--- src/rtl/i_decode_if.sv ---
// IF/ID -> ID/EX bus for the decode stage, including the WB-stage register write port.
interface i_decode_if;
  logic [31:0] IF_ID_instr;
  logic [31:0] IF_ID_NPC;
  logic        regwrite;
  logic [4:0]  rd;
  logic [31:0] writedata;
  logic [31:0] npcout;
  logic [31:0] rdata1out;
  logic [31:0] rdata2out;
  logic [31:0] s_extendout;
  logic [4:0]  instrout_2016;
  logic [4:0]  instrout_1511;
  logic [3:0]  wb_ctlout;
  logic [2:0]  m_ctlout;
  logic [1:0]  ex_ctlout;

  modport master (
    output IF_ID_instr, IF_ID_NPC, regwrite, rd, writedata,
    input  npcout, rdata1out, rdata2out, s_extendout,
           instrout_2016, instrout_1511, wb_ctlout, m_ctlout, ex_ctlout
  );

  modport slave (
    input  IF_ID_instr, IF_ID_NPC, regwrite, rd, writedata,
    output npcout, rdata1out, rdata2out, s_extendout,
           instrout_2016, instrout_1511, wb_ctlout, m_ctlout, ex_ctlout
  );
endinterface

--- src/rtl/i_decode.sv ---
// MIPS ID stage: control decode, 32x32 register file, sign extension, ID/EX register.
// Define ID_WRITE_BYPASS_EN for write-first regfile reads (default is read-first).
module i_decode (
  input  logic       clk,
  input  logic       rst,
  i_decode_if.slave  bus
);

  typedef enum logic [5:0] {
    OP_RTYPE = 6'h00,
    OP_BEQ   = 6'h04,
    OP_LW    = 6'h23,
    OP_SW    = 6'h2B
  } opcode_e;

  logic [31:0] regs_q [32];

  logic [4:0]  rs, rt;
  logic [31:0] rdata1_d, rdata2_d;
  logic [3:0]  wb_d;
  logic [2:0]  m_d;
  logic [1:0]  ex_d;
  logic        wr_en;

  logic [31:0] npc_q, rdata1_q, rdata2_q, sext_q;
  logic [4:0]  rt_q, rdst_q;
  logic [3:0]  wb_q;
  logic [2:0]  m_q;
  logic [1:0]  ex_q;

  assign rs    = bus.IF_ID_instr[25:21];
  assign rt    = bus.IF_ID_instr[20:16];
  assign wr_en = bus.regwrite && (bus.rd != 5'd0);

  always_comb begin
    wb_d = '0;
    m_d  = '0;
    ex_d = '0;
    case (bus.IF_ID_instr[31:26])
      OP_RTYPE: begin wb_d = 4'b1010; m_d = 3'b000; ex_d = 2'b10; end
      OP_LW:    begin wb_d = 4'b0111; m_d = 3'b010; ex_d = 2'b00; end
      OP_SW:    begin wb_d = 4'b0100; m_d = 3'b001; ex_d = 2'b00; end
      OP_BEQ:   begin wb_d = 4'b0000; m_d = 3'b100; ex_d = 2'b01; end
      default:  ;
    endcase
  end

  always_comb begin
    rdata1_d = (rs == 5'd0) ? '0 : regs_q[rs];
    rdata2_d = (rt == 5'd0) ? '0 : regs_q[rt];
`ifdef ID_WRITE_BYPASS_EN
    // Forward the WB write into the same-edge capture so reads see it immediately.
    if (wr_en && (bus.rd == rs)) rdata1_d = bus.writedata;
    if (wr_en && (bus.rd == rt)) rdata2_d = bus.writedata;
`endif
  end

  always_ff @(posedge clk) begin
    if (rst) begin
      for (int unsigned i = 0; i < 32; i++) regs_q[i] <= '0;
    end else if (wr_en) begin
      regs_q[bus.rd] <= bus.writedata;
    end
  end

  always_ff @(posedge clk) begin
    if (rst) begin
      npc_q    <= '0;
      rdata1_q <= '0;
      rdata2_q <= '0;
      sext_q   <= '0;
      rt_q     <= '0;
      rdst_q   <= '0;
      wb_q     <= '0;
      m_q      <= '0;
      ex_q     <= '0;
    end else begin
      npc_q    <= bus.IF_ID_NPC;
      rdata1_q <= rdata1_d;
      rdata2_q <= rdata2_d;
      sext_q   <= {{16{bus.IF_ID_instr[15]}}, bus.IF_ID_instr[15:0]};
      rt_q     <= bus.IF_ID_instr[20:16];
      rdst_q   <= bus.IF_ID_instr[15:11];
      wb_q     <= wb_d;
      m_q      <= m_d;
      ex_q     <= ex_d;
    end
  end

  assign bus.npcout        = npc_q;
  assign bus.rdata1out     = rdata1_q;
  assign bus.rdata2out     = rdata2_q;
  assign bus.s_extendout   = sext_q;
  assign bus.instrout_2016 = rt_q;
  assign bus.instrout_1511 = rdst_q;
  assign bus.wb_ctlout     = wb_q;
  assign bus.m_ctlout      = m_q;
  assign bus.ex_ctlout     = ex_q;

endmodule

--- src/flat_wrapper.sv ---
// flat-port wrapper written by rule: the top's interface ports become plain ports
module i_decode_flat 
  (clk, rst, bus_IF_ID_instr, bus_IF_ID_NPC, bus_regwrite, bus_rd, bus_writedata, bus_npcout, bus_rdata1out, bus_rdata2out, bus_s_extendout, bus_instrout_2016, bus_instrout_1511, bus_wb_ctlout, bus_m_ctlout, bus_ex_ctlout);
  i_decode_if bus_i ();
  input  logic clk;
  input  logic rst;
  input wire logic [$bits(bus_i.IF_ID_instr)-1:0] bus_IF_ID_instr;
  input wire logic [$bits(bus_i.IF_ID_NPC)-1:0] bus_IF_ID_NPC;
  input wire logic [$bits(bus_i.regwrite)-1:0] bus_regwrite;
  input wire logic [$bits(bus_i.rd)-1:0] bus_rd;
  input wire logic [$bits(bus_i.writedata)-1:0] bus_writedata;
  output wire logic [$bits(bus_i.npcout)-1:0] bus_npcout;
  output wire logic [$bits(bus_i.rdata1out)-1:0] bus_rdata1out;
  output wire logic [$bits(bus_i.rdata2out)-1:0] bus_rdata2out;
  output wire logic [$bits(bus_i.s_extendout)-1:0] bus_s_extendout;
  output wire logic [$bits(bus_i.instrout_2016)-1:0] bus_instrout_2016;
  output wire logic [$bits(bus_i.instrout_1511)-1:0] bus_instrout_1511;
  output wire logic [$bits(bus_i.wb_ctlout)-1:0] bus_wb_ctlout;
  output wire logic [$bits(bus_i.m_ctlout)-1:0] bus_m_ctlout;
  output wire logic [$bits(bus_i.ex_ctlout)-1:0] bus_ex_ctlout;
  assign bus_i.IF_ID_instr = bus_IF_ID_instr;
  assign bus_i.IF_ID_NPC = bus_IF_ID_NPC;
  assign bus_i.regwrite = bus_regwrite;
  assign bus_i.rd = bus_rd;
  assign bus_i.writedata = bus_writedata;
  assign bus_npcout = bus_i.npcout;
  assign bus_rdata1out = bus_i.rdata1out;
  assign bus_rdata2out = bus_i.rdata2out;
  assign bus_s_extendout = bus_i.s_extendout;
  assign bus_instrout_2016 = bus_i.instrout_2016;
  assign bus_instrout_1511 = bus_i.instrout_1511;
  assign bus_wb_ctlout = bus_i.wb_ctlout;
  assign bus_m_ctlout = bus_i.m_ctlout;
  assign bus_ex_ctlout = bus_i.ex_ctlout;
  i_decode u_core (.clk(clk), .rst(rst), .bus(bus_i));
endmodule
--- config.mk ---
export PLATFORM = sky130hd
export DESIGN_NAME = i_decode_flat
export DESIGN_NICKNAME = d
export VERILOG_FILES = /design/src/rtl/i_decode_if.sv /design/src/rtl/i_decode.sv /design/src/flat_wrapper.sv
export SDC_FILE = /design/constraint.sdc
export NUM_CORES = 2
export LEC_CHECK = 0
export CAP_MARGIN = 10
export CORE_MARGIN = 2
export CORE_UTILIZATION = 50
export DETAILED_ROUTE_END_ITERATION = 10
export PLACE_DENSITY = 0.66
export SYNTH_ARGS = -nofsm -noshare
export SYNTH_HDL_FRONTEND = slang
export SYNTH_SLANG_ARGS = --single-unit
--- constraint.sdc ---
create_clock -name clk -period 4.2 [get_ports clk]
set_clock_uncertainty 0.05 [all_clocks]
set_input_delay 0.42 -clock clk [delete_from_list [all_inputs] [get_ports clk]]
set_output_delay 0.42 -clock clk [all_outputs]
set_load 0.005 [all_outputs]
== Word level (Yosys, flattened, before mapping) ==
Memory sizes are Yosys's and may differ from the RTL's. A register that Yosys moved wholly into a read port is not among the register bits.
Cells that the tools add are included.

* Bits in registers: 67
* Latch bits: 0
* Memory bits (writable): 1,024
* ROM bits: 0
* Input bits: 104
* Output and inout bits: 147
* Word-level logic and storage cells: 30
* Memories: 1

* Add/subtract/negate cells: 0
* Multiply operators: 0
* Divide/modulo/power cells: 0
* Order comparisons: 0
* Equal/unequal tests: 3
* Shift-type cells: 0
* Mux-type cells: 11
* Bitwise operators: 0
* Reductions and logical operators: 8

{| class="wikitable"
|+ Memories
! memory !! depth !! width !! read ports !! clocked after memory_dff !! wr ports !! line !! text
|-
| u_core.regs_q || 32 || 32 || 2 || 2 || 32 || i_decode.sv:16 || <nowiki>logic [31:0] regs_q [32];</nowiki>
|}

{| class="wikitable"
|+ Operators by type and width
! operator !! count
|-
| $mux W32 || 1
|-
| $reduce_or A32 Y1 || 1
|-
| $eq A6 B6 Y1 const B || 2
|-
| $pmux W4 S3 || 1
|-
| $logic_not A5 Y1 || 2
|-
| $pmux W3 S3 || 1
|-
| $eq A6 B3 Y1 const B || 1
|-
| $logic_not A6 Y1 || 1
|-
| $mux W1 || 6
|-
| $mux W5 || 1
|-
| $reduce_bool A5 Y1 || 1
|-
| $pmux W2 S2 || 1
|-
| $reduce_or A2 Y1 || 2
|-
| $logic_and A1 B1 Y1 || 1
|}

== Depth between registers and ports, before layout ==
* Depth in word-level cells: 7
* Mapped depth: 9
* Mapped depth without buffers: 5

== Worst setup path before layout ==
Ideal clock, no wire load.

* Path kind: input to register
* From: in bus_rd[0]
* To: mem u_core.regs_q[12][0] (enable)
* Setup time: 375 ps
* Arrival time: 1,813 ps
* Required time: 3,775 ps
* Slack: 1,962 ps
* Cell stages on the path: 4
* Buffers on the path: 1
* Cell sequence: or4b_1 > clkbuf_1 > nor2_1 > or2_2

{| class="wikitable"
|+ RTL lines
! what !! line !! text
|-
| start: declaration || flat_wrapper.sv:10 || <nowiki>input wire logic [$bits(bus_i.rd)-1:0] bus_rd;</nowiki>
|-
| end: declaration || i_decode.sv:16 ||
|}

== Final worst setup path ==
* From: in bus_IF_ID_instr[18]
* To: reg u_core.rdata2_q[8] (netlist: u_core.bus.rdata2out[8]) (read register of u_core.regs_q)

* Longest elaborated chain between the ends: 2

{| class="wikitable"
|+ Ends and longest elaborated chain
! what !! line !! text
|-
| start: declaration || flat_wrapper.sv:7 || <nowiki>input wire logic [$bits(bus_i.IF_ID_instr)-1:0] bus_IF_ID_instr;</nowiki>
|-
| $logic_not A5 Y1 || i_decode.sv:50 || <nowiki>rdata2_d = (rt == 5'd0) ? '0 : regs_q[rt];</nowiki>
|-
| $reduce_or A2 Y1 (no line) || n/a ||
|-
| end: declaration || i_decode.sv:25 || <nowiki>logic [31:0] npc_q, rdata1_q, rdata2_q, sext_q;</nowiki>
|}

Several ways; a longest one is shown, not always the timed one.
A chain may end at the register's enable or synchronous reset.

==> flow_metrics.tcl <==
set metrics [dict create \
    post-route-period-util 0.646 \
    overflow 0 \
    cts_root_buf "clkbuf_16" \
    finalHoldViolCount 0 \
    p_seq_frac 0.484 \
    grt_pass1_vias 35923 \
    dr_total_vias 36234 \
    tightest_slew_ns 1.34 \
    yosys_warnings 0 \
    start_util 0.505 \
    grt_max_degree 78 \
    grt_pass1_wl_um 259000 \
    switching_share 0.242 \
    dp_hpwl_um 116000 \
    synth_seq_cells 1149 \
    dp_worst_setup_slack_ns 0.846 \
    cts-buffers-inserted 121 \
    clk_pin_slew_worst_paths_ns 0.06 \
    wirelength_um 181000 \
    path_max_fanout 57 \
    grtUsageTotal 0.307 \
    design_area_sq_mm 0.0665 \
    setup_viol 0 \
    drt-initial-drc-count 4680 \
    cp-end-kind "flop" \
    worst_hold_slack_ns 0.0517 \
    final_cell_mix "edfxtp_1 (1024), and2_1 (996), mux4_2 (384)" \
    run_status "finished, final reports clean" \
    htree_levels 3 \
    cts.path.max_buffers 3 \
    numPortBuffers 250 \
    ant_nets 0 \
    ys_seq_area_frac 0.574 \
    fin_ws_ns 1.48 \
    cts_sinks 1149 \
    final_common_cell "edfxtp_1" \
    comb_power_share 0.113 \
    yosys.area.top_type "edfxtp_1" \
    p_int_mw 21.1 \
    io_pins 251 \
    dr.pass1.iters 5 \
    cts_tree "done" \
    cp.arrival_ns 3.19 \
    power_switching_mw 6.73 \
    ff2ff_path_depth 4 \
    hold_buffers 0 \
    num_rows 124 \
    synth_area_sq_mm 0.0579 \
    final_nets 4194 \
    antenna_found_initial 9 \
    synth.distinct_cells 43 \
    drive_above_1_share 0.213 \
    core_sq_mm 0.115 \
    holdPathStages 2 \
    power_density_mw_per_mm2 419 \
    postCtsSetupBuffers 0 \
    synthCells 3941 \
    hold_class "input port to flop" \
    drv_cap 0 \
    drv_slew 0 \
    crit_type "input port to flop" \
    wl_per_cell_um 31.8 \
    r2r_slack_ns 1.94 \
    vdd_drop_max_uv 307 \
    synth_area_leaders "edfxtp_1 (53%), mux4_2 (15%), and2_1 (11%)" \
    fillCellCount 8745 \
    synth_top_area_share 0.531 \
    startpoint_type "input port" \
    p_leak_nw 23.8 \
    clkPwrFrac 0.402 \
    ctsResizeCount 0 \
    avgSynthCellArea_sq_um 14.7 \
    total_power_mw 27.9 \
    clkLatencyLatePin_ns 0.72 \
    fin_crit_ns 2.72 \
    drc 0 \
    setup_tns_ns 0 \
    die_h_um 344 \
    chipWidth_um 344 \
    die_area_sq_mm 0.119 \
    areaGrowthSynthToFinish_pct 14.9 \
    place_area_sq_mm 0.0623 \
    fmax_mhz 368 \
    gp_congestion 0.868 \
    via_per_inst 6.35 \
    slew_headroom 0.103 \
    required_ns 4.68 \
    rsz0062_at_grt "false" \
]
-- worst max-delay path, cell delays in order --
cell and delay, ns:
clkbuf_8 0.28, or3_2 0.98, buf_12 0.33, o221ai_1 0.20, a21oi_1 0.06, a211oi_1 0.76
-- Yosys cell counts, drive strengths merged --
cell     number
nand4         8
a31o          1
clkbuf      272
or4b          1
nor2         45
a22oi        16
or4           1
a21oi        48
nand4bb       2
o22ai        49
edfxtp     1024
o221ai       64
nand2        68
nor3          1
nand3b        5
nor2b        58
nand4b        1
clkinv        1
nand3        50
a211oi       32
conb          1
nor4          2
dfxtp       125
mux2         48
or3           2
inv           2
or3b          4
and3          1
or2          55
a221oi       32
and2        997
a2bb2oi      32
buf         157
mux2i       352
mux4        384
-- metal layers --
metal | share of wire | GRT usage | vias to the layer above | wire length (um)
met5 | 0.00074 | 0.00641 | - | 135
met4 | 0.020 | 0.0722 | 6 | 3620
li1 | - | - | 15148 | -
met1 | 0.40 | 0.438 | 18673 | 72400
met3 | 0.11 | 0.0769 | 272 | 20800
met2 | 0.47 | 0.476 | 2135 | 84500
-- power groups by stage --
stage,clock network (mW),logic (mW),registers (mW)
floorplan,0,1.84,13.5
CTS,11.3,3.11,13.5
global route,11.7,3.29,13.5
global placement,0,3.08,13.7
detailed placement,0,3.10,13.7
finish,11.2,3.15,13.5
-- layout make-up --
cell class                      instances  area, sq um  area share
Timing Repair Buffer                  424         4180      0.0628
Clock inverter                         45          494     0.00743
Sequential cell                      1149        33300       0.500
Antenna cell                            3         7.51    0.000113
Inverter                                3         11.3    0.000169
Tap cell                             1512         1890      0.0284
Multi-Input combinational cell       2391        23000       0.346
Clock buffer                          183         3680      0.0553
-- through the flow --
stage                      util  std cells
after floorplan               -       3972
after global placement    0.543       5476
after detailed placement  0.543       5476
after CTS                 0.580       5704
after global routing      0.580       5708
final                     0.580       5710
-- worst paths after layout --
kind / from / end
worst max-delay path: bus_IF_ID_instr[18] / u_core.bus.rdata2out[8]
worst min-delay path: rst / u_core.bus.instrout_2016[3]
worst max register to register: u_core.regs_q[15][27] / u_core.bus.rdata2out[27]
worst min register to register: u_core.regs_q[23][0] / u_core.bus.rdata1out[0]
-- kinds of logic (layout without fill, tap and decap cells) --
logic type	count (synthesis)	in the layout	share of synthesized area
other	1	35	0.0000648
and+or+nand+nor	1301	1301	0.135
muxes	784	784	0.220
buffers and inverters	432	655	0.0347
AOI/OAI and AO/OA	274	274	0.0363
DFF	1149	1149	0.574
-- flip-flops by register name (all words and copies together), names as in the netlist --
| register | flops |
|---|---|
| u_core.bus.npcout | 32 |
| u_core.bus.rdata2out | 32 |
| u_core.bus.ex_ctlout | 2 |
| u_core.bus.instrout_2016 | 5 |
| u_core.bus.rdata1out | 32 |
| u_core.regs_q | 1024 |
| u_core.bus.m_ctlout | 3 |
| u_core.bus.wb_ctlout | 3 |
| u_core.bus.s_extendout | 12 |
| u_core.bus.instrout_1511 | 4 |
Note: power is estimated with default switching activity, not from simulation.
==> RTL edit: new RTL, config.mk and constraints unchanged <==
The option `ID_WRITE_BYPASS_EN` is turned on by a define.
--- a/src/rtl/i_decode.sv
+++ b/src/rtl/i_decode.sv
@@ -1,5 +1,7 @@
 // MIPS ID stage: control decode, 32x32 register file, sign extension, ID/EX register.
 // Define ID_WRITE_BYPASS_EN for write-first regfile reads (default is read-first).
+`define ID_WRITE_BYPASS_EN
+
 module i_decode (
   input  logic       clk,
   input  logic       rst,
Check against the original RTL: not settled (the Yosys comparison gave no result); the edit may change what the design does.
==> RTL edit against the unedited design <==
Setup slack lost 85 ps; area after synthesis shrank 0.21%; power fell by 0.73%; design area is 0.13% higher; hold slack improved by 150 ps; synthesized cell count fell by 2.2%; die area decreased by 0.21%; final cell count down 1.3%; critical path type unchanged; wire length up 5.0%; sequential cell count did not move.
==> RTL edit: results (changes against the unedited design) <==
pre-CTS setup slack=748 ps (-98.2 ps); slowest CP cell=or2_2; CP peak stage delay=1010 ps (+30 ps); Placed Cells=5408 (-1.2%); status=finished, final reports clean; pin count of the biggest net entering global routing=69 (-12%); worst ir drop on vdd=0.000367 V (+19%); final WL=190000 um (+5.0%); Relative slew margins=11.7% (+1.3 points); hold path endpoint=u_core.bus.rdata1out[10]; Area after DPL=0.0626 sq mm (+0.43%); Layout Cells excl Fill=5638 (-1.3%); worst hold start=bus_IF_ID_instr[25]; first-pass GRT wire length=270000 um (+4.4%); Lkg Pwr=23.0 nW (-3.2%); WHS=197 ps (+146 ps); Mapped Cells=3855 (-2.2%); RR Startpoint=u_core.regs_q[31][6]; GRT Util Overall=32.2% (+1.6 points); initial antenna violation count=8 (-1); FF-to-FF setup slack=1860 ps (-80 ps); Initial DRC Count=5276 (+13%); Synth top cells by count=edfxtp_1 (1024), and2_1 (994), mux4_2 (473); Worst Path Max Fanout=32 (-44%); fin nets=4123 (-1.7%); Pint=20.9 mW (-1.0%); main area contributors after synthesis=edfxtp_1 (53%), mux4_2 (18%), and2_1 (11%), dfxtp_1 (4.3%), mux2i_1 (2.5%); DP Wirelength=116000 um (+0.72%); CTS buffer count=120 (-0.83%); latest clock arrival within the worst-skew pair=750 ps (+30 ps); post-synth cell types=48 (+12%); share of cells above drive strength 1=23.0% (+1.7 points); FF-to-FF End=u_core.bus.rdata2out[6]; sequential area share after synthesis=57.5% (+0.12 points)
-- RTL edit: changes by cell type after synthesis, moves of 22 or more --
| cell | delta |
|---|---|
| a221oi_1 | -22 |
| a2bb2oi_1 | -32 |
| o22ai_1 | +29 |
| nand3_1 | -22 |
| mux2i_1 | -206 |
| nor2_1 | +23 |
| a22oi_1 | +46 |
| a32o_1 | +46 |
| mux2_2 | -39 |
| or2_1 | -24 |
| o221ai_1 | -44 |
| nor3_1 | +22 |
| mux4_2 | +89 |
-- RTL edit: power by group through the flow --
stage / registers (mW) / clock network [mW] / logic (mW)
after floorplan: 13.5 / 0 / 1.85
after global placement: 13.7 / 0 / 3.15
after detailed placement: 13.7 / 0 / 3.17
after CTS: 13.4 / 11.1 / 3.18
after global routing: 13.5 / 11.5 / 3.33
final: 13.5 / 11.0 / 3.21
-- RTL edit: cells by family (layout without fill, tap and decap cells) --
kind of cell | Yosys count | in the layout | synth area share [%]
buffers and inverters | 427 | 665 | 3.33
muxes | 628 | 628 | 21.1
xor gates and xnor gates | 10 | 10 | 0.152
AOI/OAI and AO/OA | 318 | 318 | 4.09
and+or+nand+nor | 1322 | 1322 | 13.7
other | 1 | 34 | 0.00649
DFF | 1149 | 1149 | 57.5
-- RTL edit: cell type report --
class                           instances  area [sq um]
Clock buffer                          170          3430
Clock inverter                         57           624
Multi-Input combinational cell       2310         23000
Fill cell                            8783         47900
Antenna cell                            2          5.00
Timing Repair Buffer                  438          4410
Tap cell                             1512          1890
Sequential cell                      1149         33300
-- RTL edit: metal layers --
| layer | wire [um] | track usage, % |
|---|---|---|
| met5 | 32 | 0 |
| met3 | 21400 | 6.85 |
| met1 | 71400 | 44.4 |
| met2 | 87600 | 49.4 |
| met4 | 10100 | 15.1 |
-- RTL edit: worst max path at each step --
| stage | from | to | slack [ps] | cells past startpoint |
|---|---|---|---|---|
| 2_1_floorplan | bus_IF_ID_instr[16] | u_core.bus.rdata2out[7] | 1950 | 7 |
| 3_3_place_gp | bus_rd[4] | u_core.regs_q[20][24] | 750 | 6 |
| 3_5_place_dp | bus_rd[4] | u_core.regs_q[24][19] | 750 | 6 |
| 4_1_cts | bus_rd[4] | u_core.regs_q[20][24] | 1470 | 6 |
| 5_1_grt | bus_rd[4] | u_core.regs_q[24][23] | 1390 | 6 |
| 6_report | bus_rd[2] | u_core.regs_q[20][26] | 1400 | 6 |
-- RTL edit: what timing repair did --
item	in CTS	in global routing
buffers inserted	0	0
hold endpoints to repair	6	0
resized for setup	0	0
hold buffers	1	0
-- RTL edit: worst register-to-register path, stage by stage (launching register included) --
cell	delay, ps
edfxtp_1	400
mux4_2	480
a22o_1	270
o21ai_0	490
o41ai_1	240
a22o_1	270
